<file path="src/rtl/bcd_display_driver.sv">
// Purpose : 16-bit binary to 5-digit BCD (shift-and-add-3) with five active-low 7-segment drivers.
// Latency : result and HEX valid 16 cycles after load is sampled; one conversion per 18 cycles.
// Backpr. : none; load is accepted only in IDLE, and any load seen while busy is dropped.
//
// Ports:
//   Clock, Resetn     - system clock, asynchronous active-low reset
//   load, data_in     - start request and the 16-bit unsigned value it captures
//   busy, done        - busy while not IDLE; done is a one-cycle pulse when bcd updates
//   bcd               - held 5-digit BCD result, [19:16] = ten-thousands .. [3:0] = units
//   HEX4..HEX0        - active-low {g,f,e,d,c,b,a} segments of the held result; HEX0 = units
module bcd_display_driver #(
   parameter bit BLANK_LEADING = 1'b1
) (
   input  logic        Clock,
   input  logic        Resetn,
   input  logic        load,
   input  logic [15:0] data_in,
   output logic        busy,
   output logic        done,
   output logic [19:0] bcd,
   output logic [6:0]  HEX4,
   output logic [6:0]  HEX3,
   output logic [6:0]  HEX2,
   output logic [6:0]  HEX1,
   output logic [6:0]  HEX0
);

   typedef enum logic [1:0] {
      IDLE  = 2'd0,
      SHIFT = 2'd1,
      DONE  = 2'd2
   } state_t;

   state_t      state_q, state_d;
   logic [15:0] shift_q;
   logic [19:0] scratch_q;
   logic [3:0]  cnt_q;
   logic [19:0] bcd_q;

   logic [19:0] adj;
   logic [19:0] scratch_step;
   logic [4:1]  blank;

   // One double-dabble step: correct every digit >= 5 by +3 so the
   // following doubling carries into the next digit, then shift in the next bit.
   always_comb begin
      adj = scratch_q;
      for (int i = 0; i < 5; i++) begin
         if (scratch_q[4*i +: 4] >= 4'd5) begin
            adj[4*i +: 4] = scratch_q[4*i +: 4] + 4'd3;
         end
      end
      scratch_step = {adj[18:0], shift_q[15]};
   end

   // State register
   always_ff @(posedge Clock or negedge Resetn) begin
      if (!Resetn) begin
         state_q <= IDLE;
      end else begin
         state_q <= state_d;
      end
   end

   // Next-state logic
   always_comb begin
      state_d = state_q;
      unique case (state_q)
         IDLE:    if (load) state_d = SHIFT;
         SHIFT:   if (cnt_q == 4'd15) state_d = DONE;
         DONE:    state_d = IDLE;
         default: state_d = IDLE;
      endcase
   end

   // Outputs
   always_comb begin
      busy = (state_q != IDLE);
      done = (state_q == DONE);
   end

   // Conversion datapath
   always_ff @(posedge Clock or negedge Resetn) begin
      if (!Resetn) begin
         shift_q   <= '0;
         scratch_q <= '0;
         cnt_q     <= '0;
         bcd_q     <= '0;
      end else begin
         unique case (state_q)
            IDLE: begin
               if (load) begin
                  shift_q   <= data_in;
                  scratch_q <= '0;
                  cnt_q     <= '0;
               end
            end
            SHIFT: begin
               scratch_q <= scratch_step;
               shift_q   <= {shift_q[14:0], 1'b0};
               cnt_q     <= cnt_q + 4'd1;
               // Publish only on the last step so the display never shows a partial value.
               if (cnt_q == 4'd15) begin
                  bcd_q <= scratch_step;
               end
            end
            default: ;
         endcase
      end
   end

   assign bcd = bcd_q;

   function automatic logic [6:0] seg7(input logic [3:0] d);
      logic [6:0] s;
      unique case (d)
         4'd0:    s = 7'b1000000;
         4'd1:    s = 7'b1111001;
         4'd2:    s = 7'b0100100;
         4'd3:    s = 7'b0110000;
         4'd4:    s = 7'b0011001;
         4'd5:    s = 7'b0010010;
         4'd6:    s = 7'b0000010;
         4'd7:    s = 7'b1111000;
         4'd8:    s = 7'b0000000;
         4'd9:    s = 7'b0010000;
         default: s = 7'b1111111;
      endcase
      return s;
   endfunction

   // A digit is blanked only if it and every digit above it are zero,
   // so internal zeros (e.g. 1000) stay visible.
   always_comb begin
      blank[4] = BLANK_LEADING && (bcd_q[19:16] == 4'd0);
      blank[3] = blank[4] && (bcd_q[15:12] == 4'd0);
      blank[2] = blank[3] && (bcd_q[11:8]  == 4'd0);
      blank[1] = blank[2] && (bcd_q[7:4]   == 4'd0);
   end

   assign HEX4 = blank[4] ? 7'b1111111 : seg7(bcd_q[19:16]);
   assign HEX3 = blank[3] ? 7'b1111111 : seg7(bcd_q[15:12]);
   assign HEX2 = blank[2] ? 7'b1111111 : seg7(bcd_q[11:8]);
   assign HEX1 = blank[1] ? 7'b1111111 : seg7(bcd_q[7:4]);
   assign HEX0 = seg7(bcd_q[3:0]);

endmodule

</file>
<file path="config.mk">
export PLATFORM = sky130hd
export DESIGN_NAME = bcd_display_driver
export DESIGN_NICKNAME = d
export VERILOG_FILES = /design/src/rtl/bcd_display_driver.sv
export SDC_FILE = /design/constraint.sdc
export NUM_CORES = 1
export LEC_CHECK = 0
export ABC_AREA = 1
export BUFFER_PORTS_ARGS = -buffer_cell sky130_fd_sc_hd__buf_2
export CAP_MARGIN = 25
export CORE_MARGIN = 2
export CORE_UTILIZATION = 30
export DETAILED_ROUTE_END_ITERATION = 16
export PLACE_DENSITY_LB_ADDON = 0.08
export SYNTH_ARGS = -nofsm -noshare
export SYNTH_HDL_FRONTEND = slang
export SYNTH_SLANG_ARGS = --single-unit
</file>
<file path="constraint.sdc">
create_clock -name Clock -period 1.65 [get_ports Clock]
set_clock_uncertainty 0.15 [all_clocks]
set_input_delay 0 -clock Clock [delete_from_list [all_inputs] [get_ports Clock]]
set_output_delay 0 -clock Clock [all_outputs]
set_load 0.02 [all_outputs]
</file>
**Word level (Yosys, flattened, before mapping)**

Memories as Yosys holds them, arrays and structs flattened.
Index checks and enable logic that the tools add are counted.

- Eq/ne operators: 5
- Multiplexer cells: 18
- Reduce and logical (&&, ||, !) cells: 13
- Add/sub/neg operators: 6
- $lt $le $gt $ge: 5

Operators by type and width:

| cell | number |
|---|---|
| case mux 20 bit (2 select lines) | 1 |
| case mux 16 bit (2 select lines) | 1 |
| 2-to-1 mux 7 bit | 4 |
| >= comparator 4 x 3 -> 1 bit, second input constant | 5 |
| 2-to-1 mux 20 bit | 1 |
| 2-to-1 mux 4 bit | 5 |
| adder 4 x 2 -> 4 bit, second input constant | 4 |
| zero test 4 bit | 4 |
| 2-to-1 mux 16 bit | 1 |
| case mux 4 bit (2 select lines) | 1 |
| AND reduction 2 bit | 3 |
| adder 4 x 1 -> 4 bit, second input constant | 1 |
| equality test 4 bit, second input constant | 1 |
| 2-to-1 mux 2 bit | 2 |
| inequality test 2 bit, second input constant | 2 |
| case mux 2 bit (2 select lines) | 1 |
| nonzero test 2 bit | 2 |
| adder 3 x 2 -> 3 bit, second input constant | 1 |
| logical AND 1 bit | 3 |
| 2-to-1 mux 3 bit | 1 |
| equality test 2 x 1 -> 1 bit, second input constant | 1 |
| equality test 2 bit, second input constant | 1 |
| zero test 2 bit | 1 |

- Output and inout port bits: 57
- Word-level logic and storage cells: 57
- Flip-flop bits (word level): 62
- Memories: 5
- Memory bits (read-only): 560
- Input bits: 19

Memory list:

| memory | words | width | rd ports | clocked after Yosys merged registers in | write ports | RTL line | text |
|---|---|---|---|---|---|---|---|
| (no name shown) | 16 | 7 | 1 | 0 | 0 | 116 | `unique case (d)` |
| (no name shown) | 16 | 7 | 1 | 0 | 0 | 116 |  |
| (no name shown) | 16 | 7 | 1 | 0 | 0 | 116 |  |
| (no name shown) | 16 | 7 | 1 | 0 | 0 | 116 |  |
| (no name shown) | 16 | 7 | 1 | 0 | 0 | 116 |  |

**Logic depth before layout (Yosys ltp)**

- Depth after elaboration: 5
- Mapped depth: 8
- Depth with buffers taken out: 8

**Least setup slack after synthesis**

Ideal clock, no wire load.

- Path kind: flip-flop to output port
- Start point: register bcd_q[16], in the netlist bcd[16]
- End point: output port HEX3[0]
- Arrival time: 1.528 ns
- Buffers on the path: 0
- Stages on the path, launching flop included: 7
- Required time: 1.500 ns
- Setup slack: -0.028 ns
- Cells stage by stage: dfrtp_1 > inv_1 > ha_1 > nand3_1 > nor2_2 > nor2_1 > o21ai_0

- Cells in the longest elaborated chain, start to end: 3

Ends and longest elaborated chain:

| element | RTL line | text |
|---|---|---|
| from (decl) | 38 | `logic [19:0] bcd_q;` |
| from (signal assigned) | 104 | `bcd_q <= scratch_step;` |
| zero test 4 bit | 135 | `blank[4] = BLANK_LEADING && (bcd_q[19:16] == 4'd0);` |
| logical AND 1 bit | 136 | `blank[3] = blank[4] && (bcd_q[15:12] == 4'd0);` |
| 2-to-1 mux 7 bit | 142 | `assign HEX3 = blank[3] ? 7'b1111111 : seg7(bcd_q[15:12]);` |
| to (decl) | 22 | `output logic [6:0] HEX3,` |

No other way between the ends.

**Worst setup path in the final report**

- Start point: register bcd_q[17], in the netlist bcd[17]
- End point: output port HEX4[0]

- Cells in the longest elaborated chain, start to end: 2
- Elaborated cells between the ends (all ways): 3
- Those cells by class: mux (1); reduce/logical (1); memory (1)

Ends and longest elaborated chain:

| element | RTL line | text |
|---|---|---|
| memory (16 x 7 bit) or zero test 4 bit (tied branches) | -- |  |
| 2-to-1 mux 7 bit * | 141 | `assign HEX4 = blank[4] ? 7'b1111111 : seg7(bcd_q[19:16]);` |
| to (decl) | 21 | `output logic [6:0] HEX4,` |

Mark *: on every way between the ends. The rest lies on a longest branch, timed or not.

==> out/summary.md <==
The count of nets left with antenna violations once routing finished came out at 0. The HPWL after detailed placement is 6920 um. The count of state elements after synthesis was 62. The number of port buffers came out at 75. The share of final-layout standard cells stronger than drive strength 1 is 35.0%.

The register clock-pin slew on the reported worst setup and hold paths works out to 0.05 ns. The share of synthesized registers carrying an async set or reset was 100%. Clock tree synthesis found a total of 62 sinks. The floorplan step set the die width to 119 um. After detailed routing, the average wire length per cell comes to 12.4 um. Synthesis produced a netlist whose cell count is 526.

76 I/O pins were placed. Each instance of the synthesized netlist takes up on average 7.53 um2. The commonest cells after synthesis are nand2_1, nand3_1, dfrtp_1, inv_1, ha_1. The die is 119 um tall. The first global-routing pass estimated 18000 um of wire. Setup repair after global routing could not meet its margin everywhere. The most numerous cell type found on the critical path is buf_6.

The via count of the first global-routing pass was 3887; the maximum single-stage delay on the critical path was 0.38 ns. For the worst-case hold slack, the log shows -0.00734 ns. For the number of violations of the max-capacitance limit, the log shows 0. Among all cell types in the netlist, the one instantiated most often is nand2_1. Walking the worst path, the cells encountered are inv_2 -> ha_4 -> nand3_4 -> buf_4 -> buf_6 -> o21a_4 -> o21ai_4 -> buf_6. Wires add up to 10400 um. At the worst endpoint, the arrival time is 1.65 ns. The final reports fail on hold timing, setup timing. The number of filler cells placed in the layout came out at 1233. Of the synthesized area, sequential elements account for 39.2%. At the end of the flow the core is filled with cells to 46.4%.

For the pin with the worst max-slew slack, the measured transition is 0.445 ns. Cell area after placement: 0.00470 mm2. TritonCTS built the clock tree. In this run the standard cell core region covers 0.0128 mm2. The critical setup path kind was flip-flop to primary output. The worst setup path is captured at a primary output. Adding up every negative setup slack in the final design gives -2.63 ns. In this run switching power makes up 47.3% of total power. The design area came out at 0.00592 mm2.

The time the final worst path needs with I/O delays and setup was 1.80 ns; the count of H-tree levels built during CTS was 3. The Yosys step of the flow raised 0 warnings. Summing every instance area after synthesis gives 0.00396 mm2.

The required time of the critical path was 1.50 ns; the total number of vias was 3870. The run gives 67.2% as the combinational share of power. Total die area: 0.0141 mm2.

From synthesis to final layout, the design area changed by 49.6%. The category of cells accounting for the largest share of critical-path delay is buffers and inverters. Together, buffers and inverters on the worst path number 4. After detailed routing, the number of vias per cell comes to 4.60.

The worst hold path belongs to the class primary input to async pin. Synthesis produced a netlist with a net count of 581. Headroom to the max-slew limit came out at 70.0%. For the cell count after placement, the log shows 788. After global routing the overflow that remains totals 0. 0 antenna diodes ended up in the layout. Biggest fanout along the worst timing path: 6. No sink is reached through more buffers than the 2 on the longest clock path.

For this design the static power due to leakage is 3.02 nW. In this run, the number of DRC markers left after iteration 0 of detailed routing was 175. The final number of hold-violating endpoints is 9. The run finished, with violations left. The final estimated routing congestion in global placement was 0.841; the distinct cell type count of the synthesized netlist was 29. The count of TritonRoute iterations in the first routing pass came out at 6. The number of slew-limit violations in the final report is 0, and the net count of the finished layout is 719.

The count of flip-flops with a built-in enable after synthesis is 0. Sorting the synthesized cells by area gives the leading types as dfrtp_1, nand2_1, ha_1. The post-route fraction of the period consumed by the critical path works out to 109%.

The sequential share of power is 20.1%. The later pin in the worst-skew pair is clocked with a latency of 0.32 ns. For this run, design rule violations remaining after detail routing come to 0. The slowest cell on the critical path was dfrtp_1. In the synthesized netlist the dominant register cell turns out to be dfrtp_1. The pin count of the biggest net entering global routing was 35; the maximum resistive drop on vdd was 0.622 mV. The starting density of the core is 31.0%. The footprint of the flip-flops and latches is 0.00156 mm2, and the count of standard-cell rows is 41. The tools report the startpoint kind of the worst setup timing path as a flip-flop. In the final layout, the multi-input gates occupy 0.00255 mm2. The share of Yosys cell area claimed by the top area cell type is 39.2%. Dividing total power by cell area gives a power density of 2390 mW/mm2. dfrtp_1 takes more of the synthesized area than any other cell. The initial antenna violation count is 0. Summed over all nets, the switching power comes to 6.68 mW. Counting the buffers created by CTS gives 9. The total internal power was 7.45 mW; the clock network power share was 12.7%.

The non-filler instance count after layout is 841. The run gives 27 as the final count of negative-setup-slack endpoints. The maximum achievable frequency was 0.556 GHz; the setup slack after layout was -0.150 ns.

The library cell used as clock root buffer was clkbuf_16. For the overall global routing resource usage, the log shows 15.2%.
worst paths after layout:
kind                                            from                        end  slack (ns)  cells after the start
max in group asynchronous                     Resetn         bcd[6]$_DFFE_PN0P_        0.81                      3
max                              bcd[17]$_DFFE_PN0P_                    HEX4[0]       -0.15                      8
min                                           Resetn     shift_q[5]$_DFFE_PN0P_      -0.007                      2
min in group Clock                        data_in[0]     shift_q[0]$_DFFE_PN0P_        0.27                      4
max reg2reg                scratch_q[16]$_DFFE_PN0P_  scratch_q[19]$_DFFE_PN0P_        0.14                      5
min reg2reg                   shift_q[0]$_DFFE_PN0P_     shift_q[0]$_DFFE_PN0P_        0.33                      2
flip-flops by register name, indices dropped and copies added, names as in the netlist:
name / count
shift_q: 16
scratch_q: 20
cnt_q: 4
bcd: 20
state_q: 2
routing by layer:
layer | wire length, um | vias to the layer above | track usage (%)
li1 | - | 2001 | -
met1 | 5000 | 1789 | 19.8
met2 | 4980 | 68 | 26.0
met3 | 328 | 12 | 2.87
met4 | 137 | 0 | 4.02
met5 | 0 | - | 0
power groups by stage:
stage                     logic, mW  registers [mW]  clock network [mW]
after floorplan                4.60            3.01                   0
after global placement         6.98            2.78                   0
after detailed placement       7.04            2.80                   0
after CTS                      8.61            2.80                1.86
after global routing           10.4            2.95                1.94
final                          9.50            2.84                1.80
kinds of logic after synthesis:
| logic type | synth area share, % |
|---|---|
| adder cells (fa/ha/maj) | 11.4 |
| buffers and inverters | 6.89 |
| AND/OR/NAND/NOR | 33.8 |
| XOR/XNOR | 0.221 |
| AO/OA/AOI/OAI | 8.50 |
| flip-flops | 39.2 |
repair_timing:
item	in CTS	in global routing
hold buffers	18	0
endpoints found under the hold margin	79	0
pin swaps	17	31
setup endpoints to repair	30	66
gates resized for setup	109	72
buffers inserted	14	7
layout make-up:
cell class,instances,share of cell area (%)
multi-input cells,401,43.1
inverters,51,3.36
repair buffers,139,18.8
clock buffers,11,3.93
well taps,172,3.63
flip-flops and latches,62,26.3
clock inverters,5,0.845
metrics by stage:
stage	power, mW	setup WS, ns
after floorplan	7.61	-0.0283
after global placement	9.76	0.0801
after detailed placement	9.84	0.0339
after CTS	13.3	-0.153
after global routing	15.3	-0.236
final	14.1	-0.150
cell usage in the layout (no fill, tap or decap), types with 14 or more instances in the layout:
cell	Yosys	final
nand3_1	72	58
nand2_1	184	167
ha_1	36	20
dlygate4sd3_1	0	18
o21ai_0	31	17
inv_1	46	34
dfrtp_1	62	58
buf_4	4	42
nor2_1	19	17
buf_2	5	46
inv_2	5	14
nand2_2	1	15
buf_6	2	31
Power figures use the tool's default switching activity.
